File: src/rtl/flex_counter_pkg.sv
// flex_counter_pkg: shared widths and types for the fan-speed tick counter.
// Optional feature macro: FLEX_COUNTER_SAT_EN (saturating boundaries).
package flex_counter_pkg;

  localparam int DEFAULT_NUM_BITS   = 7;
  localparam int DEFAULT_SPEED_BITS = 2;

  typedef logic [DEFAULT_NUM_BITS-1:0]   count_t;
  typedef logic [DEFAULT_SPEED_BITS-1:0] speed_t;

endpackage

File: src/rtl/flex_counter_if.sv
// flex_counter_if: control/status bundle between the counter core and its user.
// Optional feature macro: FLEX_COUNTER_SAT_EN (does not change this bundle).
interface flex_counter_if #(
  parameter int NUM_BITS   = flex_counter_pkg::DEFAULT_NUM_BITS,
  parameter int SPEED_BITS = flex_counter_pkg::DEFAULT_SPEED_BITS
);

  logic [NUM_BITS-1:0]   rollover_val;
  logic                  sign;
  logic [SPEED_BITS-1:0] fan_speed;
  logic [NUM_BITS-1:0]   seed;
  logic [NUM_BITS-1:0]   count;
  logic                  rollover_flag;

  modport cnt (
    input  rollover_val, sign, fan_speed, seed,
    output count, rollover_flag
  );

  modport tb (
    output rollover_val, sign, fan_speed, seed,
    input  count, rollover_flag
  );

endinterface

File: src/rtl/flex_counter_next.sv
// flex_counter_next: combinational next-count / rollover-flag computation.
// Optional feature macro: FLEX_COUNTER_SAT_EN -- when defined, crossings pin
// the count at the boundary instead of reloading from the opposite end.
module flex_counter_next #(
  parameter int NUM_BITS   = flex_counter_pkg::DEFAULT_NUM_BITS,
  parameter int SPEED_BITS = flex_counter_pkg::DEFAULT_SPEED_BITS
) (
  input  logic [NUM_BITS-1:0]   count,
  input  logic [SPEED_BITS-1:0] step,
  input  logic                  sign,
  input  logic [NUM_BITS-1:0]   rollover_val,
  output logic [NUM_BITS-1:0]   next_count,
  output logic                  next_flag
);

  import flex_counter_pkg::*;

  // One extra bit so count+step never overflows, even at the top of the range.
  localparam int W = NUM_BITS + 1;

  logic [W-1:0]        count_w;
  logic [W-1:0]        step_w;
  logic [W-1:0]        bound_w;
  logic [W-1:0]        sum_w;
  logic [NUM_BITS-1:0] diff;

  assign count_w = {1'b0, count};
  assign step_w  = W'(step);
  assign bound_w = {1'b0, rollover_val};
  assign sum_w   = count_w + step_w;
  // Only used when count >= step, so the subtraction cannot borrow.
  assign diff    = count - NUM_BITS'(step);

  // Range guard first, then hold / up / down stepping with boundary handling.
  always_comb begin
    // NOTE: default every output first so no path leaves one unassigned (no latch).
    next_count = count;
    next_flag  = 1'b0;
    if (count_w > bound_w) begin
      // Bound was lowered below the current count: restart silently from zero.
      next_count = '0;
    end else if (step_w == '0) begin
      next_count = count;
    end else if (sign) begin
      if (sum_w > bound_w) begin
`ifdef FLEX_COUNTER_SAT_EN
        next_count = rollover_val;
`else
        next_count = '0;
`endif
        next_flag  = 1'b1;
      end else begin
        next_count = sum_w[NUM_BITS-1:0];
      end
    end else begin
      if (count_w < step_w) begin
`ifdef FLEX_COUNTER_SAT_EN
        next_count = '0;
`else
        next_count = rollover_val;
`endif
        next_flag  = 1'b1;
      end else begin
        next_count = diff;
      end
    end
  end

endmodule

File: src/rtl/flex_counter_core.sv
// flex_counter_core: programmable up/down fan-speed tick counter.
// Holds the count, rollover flag and seeded flag; stepping is delegated to
// flex_counter_next. Optional feature macro: FLEX_COUNTER_SAT_EN (saturating).
module flex_counter_core #(
  parameter int NUM_BITS   = flex_counter_pkg::DEFAULT_NUM_BITS,
  parameter int SPEED_BITS = flex_counter_pkg::DEFAULT_SPEED_BITS
) (
  input logic       CLK,
  input logic       nRST,
  flex_counter_if.cnt fcif
);

  import flex_counter_pkg::*;

  logic [NUM_BITS-1:0] count_q;
  logic                flag_q;
  logic                seeded_q;
  logic [NUM_BITS-1:0] next_count;
  logic                next_flag;
  logic [NUM_BITS-1:0] seed_clamped;

  // A seed above the bound starts the counter at the bound itself.
  assign seed_clamped = (fcif.seed > fcif.rollover_val) ? fcif.rollover_val : fcif.seed;

  flex_counter_next #(
    .NUM_BITS   (NUM_BITS),
    .SPEED_BITS (SPEED_BITS)
  ) u_next (
    .count        (count_q),
    .step         (fcif.fan_speed),
    .sign         (fcif.sign),
    .rollover_val (fcif.rollover_val),
    .next_count   (next_count),
    .next_flag    (next_flag)
  );

  // Synchronous reset, one-time seed load, then registered stepping.
  always_ff @(posedge CLK) begin
    // NOTE: non-blocking assignments so every register samples pre-edge values.
    if (nRST) begin
      count_q  <= '0;
      flag_q   <= 1'b0;
      seeded_q <= 1'b0;
    end else if (!seeded_q) begin
      count_q  <= seed_clamped;
      flag_q   <= 1'b0;
      seeded_q <= 1'b1;
    end else begin
      count_q  <= next_count;
      flag_q   <= next_flag;
    end
  end

  assign fcif.count         = count_q;
  assign fcif.rollover_flag = flag_q;

endmodule

File: src/flat_wrapper.sv
// flat-port wrapper written by rule: the top's interface ports become plain ports
module flex_counter_core_flat import flex_counter_pkg::*;
#(
  parameter int NUM_BITS   = flex_counter_pkg::DEFAULT_NUM_BITS,
  parameter int SPEED_BITS = flex_counter_pkg::DEFAULT_SPEED_BITS
)
  (CLK, nRST, fcif_rollover_val, fcif_sign, fcif_fan_speed, fcif_seed, fcif_count, fcif_rollover_flag);
  flex_counter_if #(.NUM_BITS(NUM_BITS), .SPEED_BITS(SPEED_BITS)) fcif_i ();
  input logic CLK;
  input logic nRST;
  input wire logic [$bits(fcif_i.rollover_val)-1:0] fcif_rollover_val;
  input wire logic [$bits(fcif_i.sign)-1:0] fcif_sign;
  input wire logic [$bits(fcif_i.fan_speed)-1:0] fcif_fan_speed;
  input wire logic [$bits(fcif_i.seed)-1:0] fcif_seed;
  output wire logic [$bits(fcif_i.count)-1:0] fcif_count;
  output wire logic [$bits(fcif_i.rollover_flag)-1:0] fcif_rollover_flag;
  assign fcif_i.rollover_val = fcif_rollover_val;
  assign fcif_i.sign = fcif_sign;
  assign fcif_i.fan_speed = fcif_fan_speed;
  assign fcif_i.seed = fcif_seed;
  assign fcif_count = fcif_i.count;
  assign fcif_rollover_flag = fcif_i.rollover_flag;
  flex_counter_core #(.NUM_BITS(NUM_BITS), .SPEED_BITS(SPEED_BITS)) u_core (.CLK(CLK), .nRST(nRST), .fcif(fcif_i));
endmodule
File: config.mk
export PLATFORM = sky130hd
export DESIGN_NAME = flex_counter_core_flat
export DESIGN_NICKNAME = d
export VERILOG_FILES = /design/src/rtl/flex_counter_pkg.sv /design/src/rtl/flex_counter_if.sv /design/src/rtl/flex_counter_next.sv /design/src/rtl/flex_counter_core.sv /design/src/flat_wrapper.sv
export SDC_FILE = /design/constraint.sdc
export NUM_CORES = 1
export LEC_CHECK = 0
export BUFFER_PORTS_ARGS = -buffer_cell sky130_fd_sc_hd__buf_2
export CAP_MARGIN = 10
export CORE_AREA = 10 10 68 70
export DETAILED_ROUTE_END_ITERATION = 6
export DIE_AREA = 0 0 78 80
export GPL_TIMING_DRIVEN = 0
export PLACE_DENSITY = 0.74
export SKIP_LAST_GASP = 1
export SYNTH_ARGS = -nofsm -noshare
export SYNTH_HDL_FRONTEND = slang
export SYNTH_SLANG_ARGS = --single-unit
File: constraint.sdc
create_clock -name CLK -period 4.5 [get_ports CLK]
set_clock_uncertainty 0.1 [all_clocks]
set_input_delay 0.225 -clock CLK [delete_from_list [all_inputs] [get_ports CLK]]
set_output_delay 0.225 -clock CLK [all_outputs]
set_load 0.02 [all_outputs]
# After elaboration in Yosys (flattened, before gate mapping)
# Cells that the tools add are included.
[classes]
add_sub_neg = 2
order_cmp = 4
n_eq_ne = 1
muxes = 11
n_bitwise = 1
reduce_logical = 2
[ops]
columns = ["cell", "count"]
rows = [
  ["$mux 7", 7],
  ["$gt 7x7->1", 2],
  ["$add 7x2->8", 1],
  ["$gt 8x7->1", 1],
  ["$logic_not 8->1", 1],
  ["$lt 7x2->1", 1],
  ["$sub 7x2->7", 1],
  ["$mux 1", 4],
  ["$reduce_or 4->1", 1],
  ["$ne 3x3->1 const B", 1],
  ["$not 1->1", 1],
]
[word_totals]
reg_bits = 9
input_bits = 19
out_inout_bits = 8

# Longest topological paths before layout
[depth]
ltp_word = 7
mapped_depth = 13
ltp_nobuf = 13

# Cells and area by module
# Synthesis repeated with hierarchy kept, for this count alone.
[unflattened]
hier_cells = 198
hier_area_um2 = 1550.2
[by_module_without_submodules]
columns = ["mod", "instances", "cells_each", "area_each_um2", "seq_area_each_um2"]
rows = [
  ["flex_counter_next", 1, 132, 983.4, 0.0],
  ["flex_counter_core", 1, 66, 566.8, 180.2],
]

# Least setup slack after synthesis
# No wires, ideal clock.
[synth_path]
path_kind = "register to register"
startpoint = "register u_core.count_q[1], in the netlist u_core.fcif.count[1]"
endpoint = "register u_core.count_q[5], in the netlist u_core.fcif.count[5]"
t_arrival_ps = 2754
setup_slack_ps = 1587
path_stages_with_launch = 13
path_buffers = 0
path_cell_list = "dfxtp_1 -> ha_1 -> nor2b_1 -> o2111ai_1 -> xor2_1 -> inv_1 -> ha_1 -> a21o_1 -> a21oi_1 -> o221ai_2 -> o221a_1 -> o22ai_1 -> o311a_1"
[synth_via]
elab_chain_len = 7
elab_cells_between_ends = 12
classes_between = "add/sub: 2; order compare: 3; eq/ne: 1; mux: 6"
[synth_lines]
columns = ["element", "line_no", "rtl"]
rows = [
  ["start: declaration", "flex_counter_core.sv:15", "logic [NUM_BITS-1:0] count_q;"],
  ["start signal: assignment", "flex_counter_core.sv:45", "count_q <= seed_clamped;"],
  ["start signal: assignment", "flex_counter_core.sv:49", "count_q <= next_count;"],
  ["$add 7x2->8", "flex_counter_next.sv:30", "assign sum_w = count_w + step_w;"],
  ["$gt 8x7->1", "flex_counter_next.sv:45", "if (sum_w > bound_w) begin"],
  ["$mux 7", "flex_counter_next.sv:45", ""],
  ["$mux 7", "flex_counter_next.sv:44", "end else if (sign) begin"],
  ["$mux 7", "flex_counter_next.sv:42", "end else if (step_w == '0) begin"],
  ["$mux 7", "flex_counter_next.sv:39", "if (count_w > bound_w) begin"],
  ["$mux 7", "flex_counter_core.sv:44", "end else if (!seeded_q) begin"],
]
# Several ways; a longest one is shown, not always the timed one. The select of a mux whose other input is x is not followed.
# A chain may end at the register's enable or synchronous reset.

# Worst setup path after layout
# Ends and elaborated chain as after synthesis.

==> impl_metrics.prom <==
# TYPE chip_impl_metric gauge
chip_impl_info{name="rr_endpoint",value="u_core.fcif.count[5]$_SDFFE_PP0P_"} 1
chip_impl_metric{name="fin_util",unit="%"} 51.24
chip_impl_info{name="grt_setup_unrepaired",value="no"} 1
chip_impl_metric{name="hpwlAfterDp",unit="um"} 3125
chip_impl_metric{name="first_global_vias",unit=""} 1401
chip_impl_metric{name="fillerInstances",unit=""} 330
chip_impl_info{name="yosys_most_used_dff",value="dfxtp_1"} 1
chip_impl_metric{name="drtPass1Iterations",unit=""} 4
chip_impl_metric{name="count_of_flip_flops_with_a_built_in_enable_after_synthesis",unit=""} 0
chip_impl_metric{name="grt_overflow_total",unit=""} 0
chip_impl_metric{name="layout.cell_area.non_filler",unit="um^2"} 1683
chip_impl_info{name="whs_endpoint",value="u_core.fcif.count[3]$_SDFFE_PP0P_"} 1
chip_impl_metric{name="synth.lib_cells_used.distinct",unit=""} 57
chip_impl_metric{name="grt_pass1_wl",unit="um"} 6472
chip_impl_metric{name="pins_over_their_slew_limit",unit=""} 0
chip_impl_metric{name="place_congestion",unit=""} 0.8740
chip_impl_metric{name="htree_num_levels",unit=""} 1
chip_impl_metric{name="use_met1",unit="%"} 15.88
chip_impl_metric{name="finalWirelength",unit="um"} 3718
chip_impl_metric{name="flow.area_growth_from_synthesis",unit="%"} 14.57
chip_impl_metric{name="antenna_violations_before_repair",unit=""} 0
chip_impl_metric{name="cts.clk_slew.worst_paths",unit="ns"} 0.07
chip_impl_metric{name="worst_slew_pin_slew",unit="ns"} 0.4092
chip_impl_metric{name="fmaxAchievable",unit="GHz"} 0.3132
chip_impl_metric{name="asyncSetResetFlopFracSynth",unit="%"} 0
chip_impl_metric{name="post_dr_wirelength_cell",unit="um"} 14.70
chip_impl_metric{name="timing.max_slew.rel_slack",unit="%"} 72.72
chip_impl_info{name="ctsRootBufferMaster",value="clkbuf_4"} 1
chip_impl_metric{name="critical_path_arrival",unit="ns"} 3.31
chip_impl_metric{name="hold_bufs_inserted_after_cts",unit=""} 0
chip_impl_metric{name="drc_violation_count_after_routing",unit=""} 0
chip_impl_metric{name="net_count_final",unit=""} 254
chip_impl_metric{name="seq_area_frac_synth",unit="%"} 12.27
chip_impl_metric{name="fin_crit",unit="ns"} 3.193
chip_impl_metric{name="std_cell_rows",unit=""} 21
chip_impl_metric{name="seq_cells_post_synth",unit=""} 9
chip_impl_metric{name="drive_above_1_share",unit="%"} 23.19
chip_impl_metric{name="post_placement_setup_slack",unit="ns"} 1.338
chip_impl_metric{name="min_delay_path_depth",unit=""} 2
chip_impl_metric{name="finalSetupViolCount",unit=""} 0
chip_impl_metric{name="diodes",unit=""} 0
chip_impl_metric{name="via_per_inst",unit=""} 5.486
chip_impl_metric{name="grt_start_max_net_pins",unit=""} 11
chip_impl_metric{name="power.leakage",unit="nW"} 0.8487
chip_impl_metric{name="cts_repair_resize_count",unit=""} 0
chip_impl_info{name="cts_tree",value="done"} 1
chip_impl_metric{name="cts.repair_timing.setup_buffer_count",unit=""} 0
chip_impl_metric{name="worstPathMaxFanout",unit=""} 7
chip_impl_metric{name="cp.required",unit="ns"} 4.61
chip_impl_metric{name="final.period_utilization",unit="%"} 70.95
chip_impl_metric{name="grt_use_total",unit="%"} 12.40
chip_impl_info{name="timing_worst_setup_path_type",value="register to register"} 1
chip_impl_metric{name="syn_nets",unit=""} 223
chip_impl_metric{name="synthesized_instance_count",unit=""} 177
chip_impl_metric{name="setup-tns-final",unit="ns"} 0
chip_impl_info{name="worst_hold_class",value="input pin to register"} 1
chip_impl_metric{name="core_area",unit="um^2"} 3284
chip_impl_metric{name="chipWidth",unit="um"} 78
chip_impl_metric{name="antenna_left",unit=""} 0
chip_impl_metric{name="final_ws_setup",unit="ns"} 1.307
chip_impl_metric{name="timing_hold_violations_final",unit=""} 0
chip_impl_metric{name="place.port_buffers",unit=""} 26
chip_impl_metric{name="numClockSinks",unit=""} 9
chip_impl_metric{name="maxCapViolations",unit=""} 0
chip_impl_metric{name="pin_count",unit=""} 27
chip_impl_metric{name="mappedNetlistArea",unit="um^2"} 1469
chip_impl_metric{name="detail_route.iter0.violations",unit=""} 66
chip_impl_info{name="worst_r2r_startpoint",value="u_core.fcif.count[1]$_SDFFE_PP0P_"} 1
chip_impl_metric{name="grt_util_met2",unit="%"} 19.98
chip_impl_metric{name="grt_util_met3",unit="%"} 4.054
chip_impl_metric{name="cts_made_buffers",unit=""} 3
chip_impl_info{name="grt_most_used_layer",value="met2"} 1
chip_impl_info{name="outcome",value="finished clean"} 1
chip_impl_info{name="final_common_cell",value="buf_2"} 1
chip_impl_metric{name="detailed_place.area",unit="um^2"} 1657
chip_impl_metric{name="r2r.worst_path.cells",unit=""} 12
chip_impl_metric{name="max-clock-path-buffers",unit=""} 2
chip_impl_metric{name="peakVddDrop",unit="mV"} 0.1650
chip_impl_info{name="worst_setup_path_start_kind",value="register"} 1
chip_impl_info{name="mostFrequentLayoutCells",value="buf_2, ha_1, inv_1"} 1
chip_impl_metric{name="route.vias.total",unit=""} 1388
chip_impl_metric{name="power_density",unit="nW/um^2"} 257.7
chip_impl_metric{name="die_height",unit="um"} 80
chip_impl_metric{name="dieArea",unit="um^2"} 6240
chip_impl_metric{name="synthesized_area_per_cell",unit="um^2"} 8.299
chip_impl_info{name="timing.hold.worst.start",value="nRST"} 1
chip_impl_info{name="crit_path_end_kind",value="register"} 1
chip_impl_metric{name="initial_utilization",unit="%"} 44.72
chip_impl_metric{name="register_to_register_setup_slack",unit="ns"} 1.31
chip_impl_metric{name="clk_latency",unit="ns"} 0.27
chip_impl_metric{name="yosysWarnings",unit=""} 0
## where the power goes
part	internal (W)	switching, W	total [W]
logic	0.000117	0.000147	0.000265
registers	0.0000892	0.0000133	0.000103
clock network	0.0000344	0.0000322	0.0000666
## cell families (layout without fill, tap and decap cells)
group | after synthesis | after routing | share of synthesized area (%)
AND/OR/NAND/NOR | 55 | 55 | 21.64
AO/OA/AOI/OAI | 48 | 48 | 24.96
adder cells (fa/ha/maj) | 27 | 27 | 24.02
buffers and inverters | 22 | 52 | 6.728
multiplexers | 9 | 9 | 6.218
flip-flops | 9 | 9 | 12.27
XOR/XNOR | 7 | 7 | 4.174
## Yosys cell counts, drive strengths merged (3+ instances only)
| cell type | instances | area (um^2) |
|---|---|---|
| a21o | 4 | 30.03 |
| a21oi | 6 | 30.03 |
| a31oi | 4 | 25.02 |
| buf | 5 | 33.78 |
| dfxtp | 9 | 180.2 |
| ha | 25 | 312.8 |
| inv | 15 | 56.30 |
| mux2i | 8 | 80.08 |
| nand2 | 9 | 36.29 |
| nand2b | 3 | 18.77 |
| nand3 | 4 | 25.02 |
| nand4 | 3 | 18.77 |
| nor2 | 14 | 55.06 |
| nor2b | 3 | 18.77 |
| nor3 | 4 | 20.02 |
| o21ai | 10 | 50.04 |
| o311a | 3 | 30.03 |
| o31ai | 5 | 37.54 |
| or2 | 3 | 18.77 |
| or3 | 3 | 18.77 |
| xnor2 | 4 | 35.03 |
| xor2 | 3 | 26.28 |
## routing by layer
| metal | part of all wire [%] | routed length [um] |
|---|---|---|
| met4 | 0.62 | 23 |
| met1 | 51 | 1886 |
| met2 | 44 | 1644 |
| met5 | 0 | 0 |
| met3 | 4.4 | 163 |
## worst max path at each step
stage,start,end,slack [ns],cells after the start
6_report,u_core.fcif.count[1]$_SDFFE_PP0P_,u_core.fcif.count[5]$_SDFFE_PP0P_,1.31,12
5_1_grt,u_core.fcif.count[1]$_SDFFE_PP0P_,u_core.fcif.count[5]$_SDFFE_PP0P_,1.12,12
4_1_cts,u_core.fcif.count[1]$_SDFFE_PP0P_,u_core.fcif.count[5]$_SDFFE_PP0P_,1.32,12
3_5_place_dp,u_core.fcif.count[1]$_SDFFE_PP0P_,u_core.fcif.count[5]$_SDFFE_PP0P_,1.34,12
3_3_place_gp,u_core.fcif.count[1]$_SDFFE_PP0P_,u_core.fcif.count[5]$_SDFFE_PP0P_,1.37,12
2_1_floorplan,u_core.fcif.count[1]$_SDFFE_PP0P_,u_core.fcif.count[5]$_SDFFE_PP0P_,1.59,12
## state kept, by name, indices dropped and copies added, names as in the netlist
name,cells
u_core.fcif.count,7
u_core.fcif.rollover_flag,1
u_core.seeded_q,1
## cell type report
cell class                 count  area, um^2  share of cell area (%)
buffer                         7       42.54                   2.528
multi-input combinational    146        1190                   70.71
clock buffer                   4       26.28                   1.561
timing repair buffer          26       130.1                   7.732
inverter                      15       56.30                   3.346
tap                           46       57.56                   3.420
sequential                     9       180.2                   10.71
## worst max-delay path, stage by stage (launching register included)
cell and delay [ns]:
dfxtp_1 0.53, ha_1 0.31, nor2b_1 0.15, o2111ai_1 0.20, xor2_1 0.25, inv_1 0.06, ha_1 0.28, a21o_1 0.18
a21oi_1 0.27, o221ai_2 0.20, o221a_1 0.28, o22ai_1 0.15, o311a_1 0.18
## stage by stage
stage                     power (W)  std cells  hold WS, ns
final                     0.0004336        253       0.1365
after global routing      0.0004738        253       0.1366
after CTS                 0.0004358        253       0.1261
after detailed placement  0.0003675        249       0.4091
after global placement    0.0003649        249       0.4000
after floorplan           0.0003036        177       0.2265
Power figures use the tool's default switching activity.
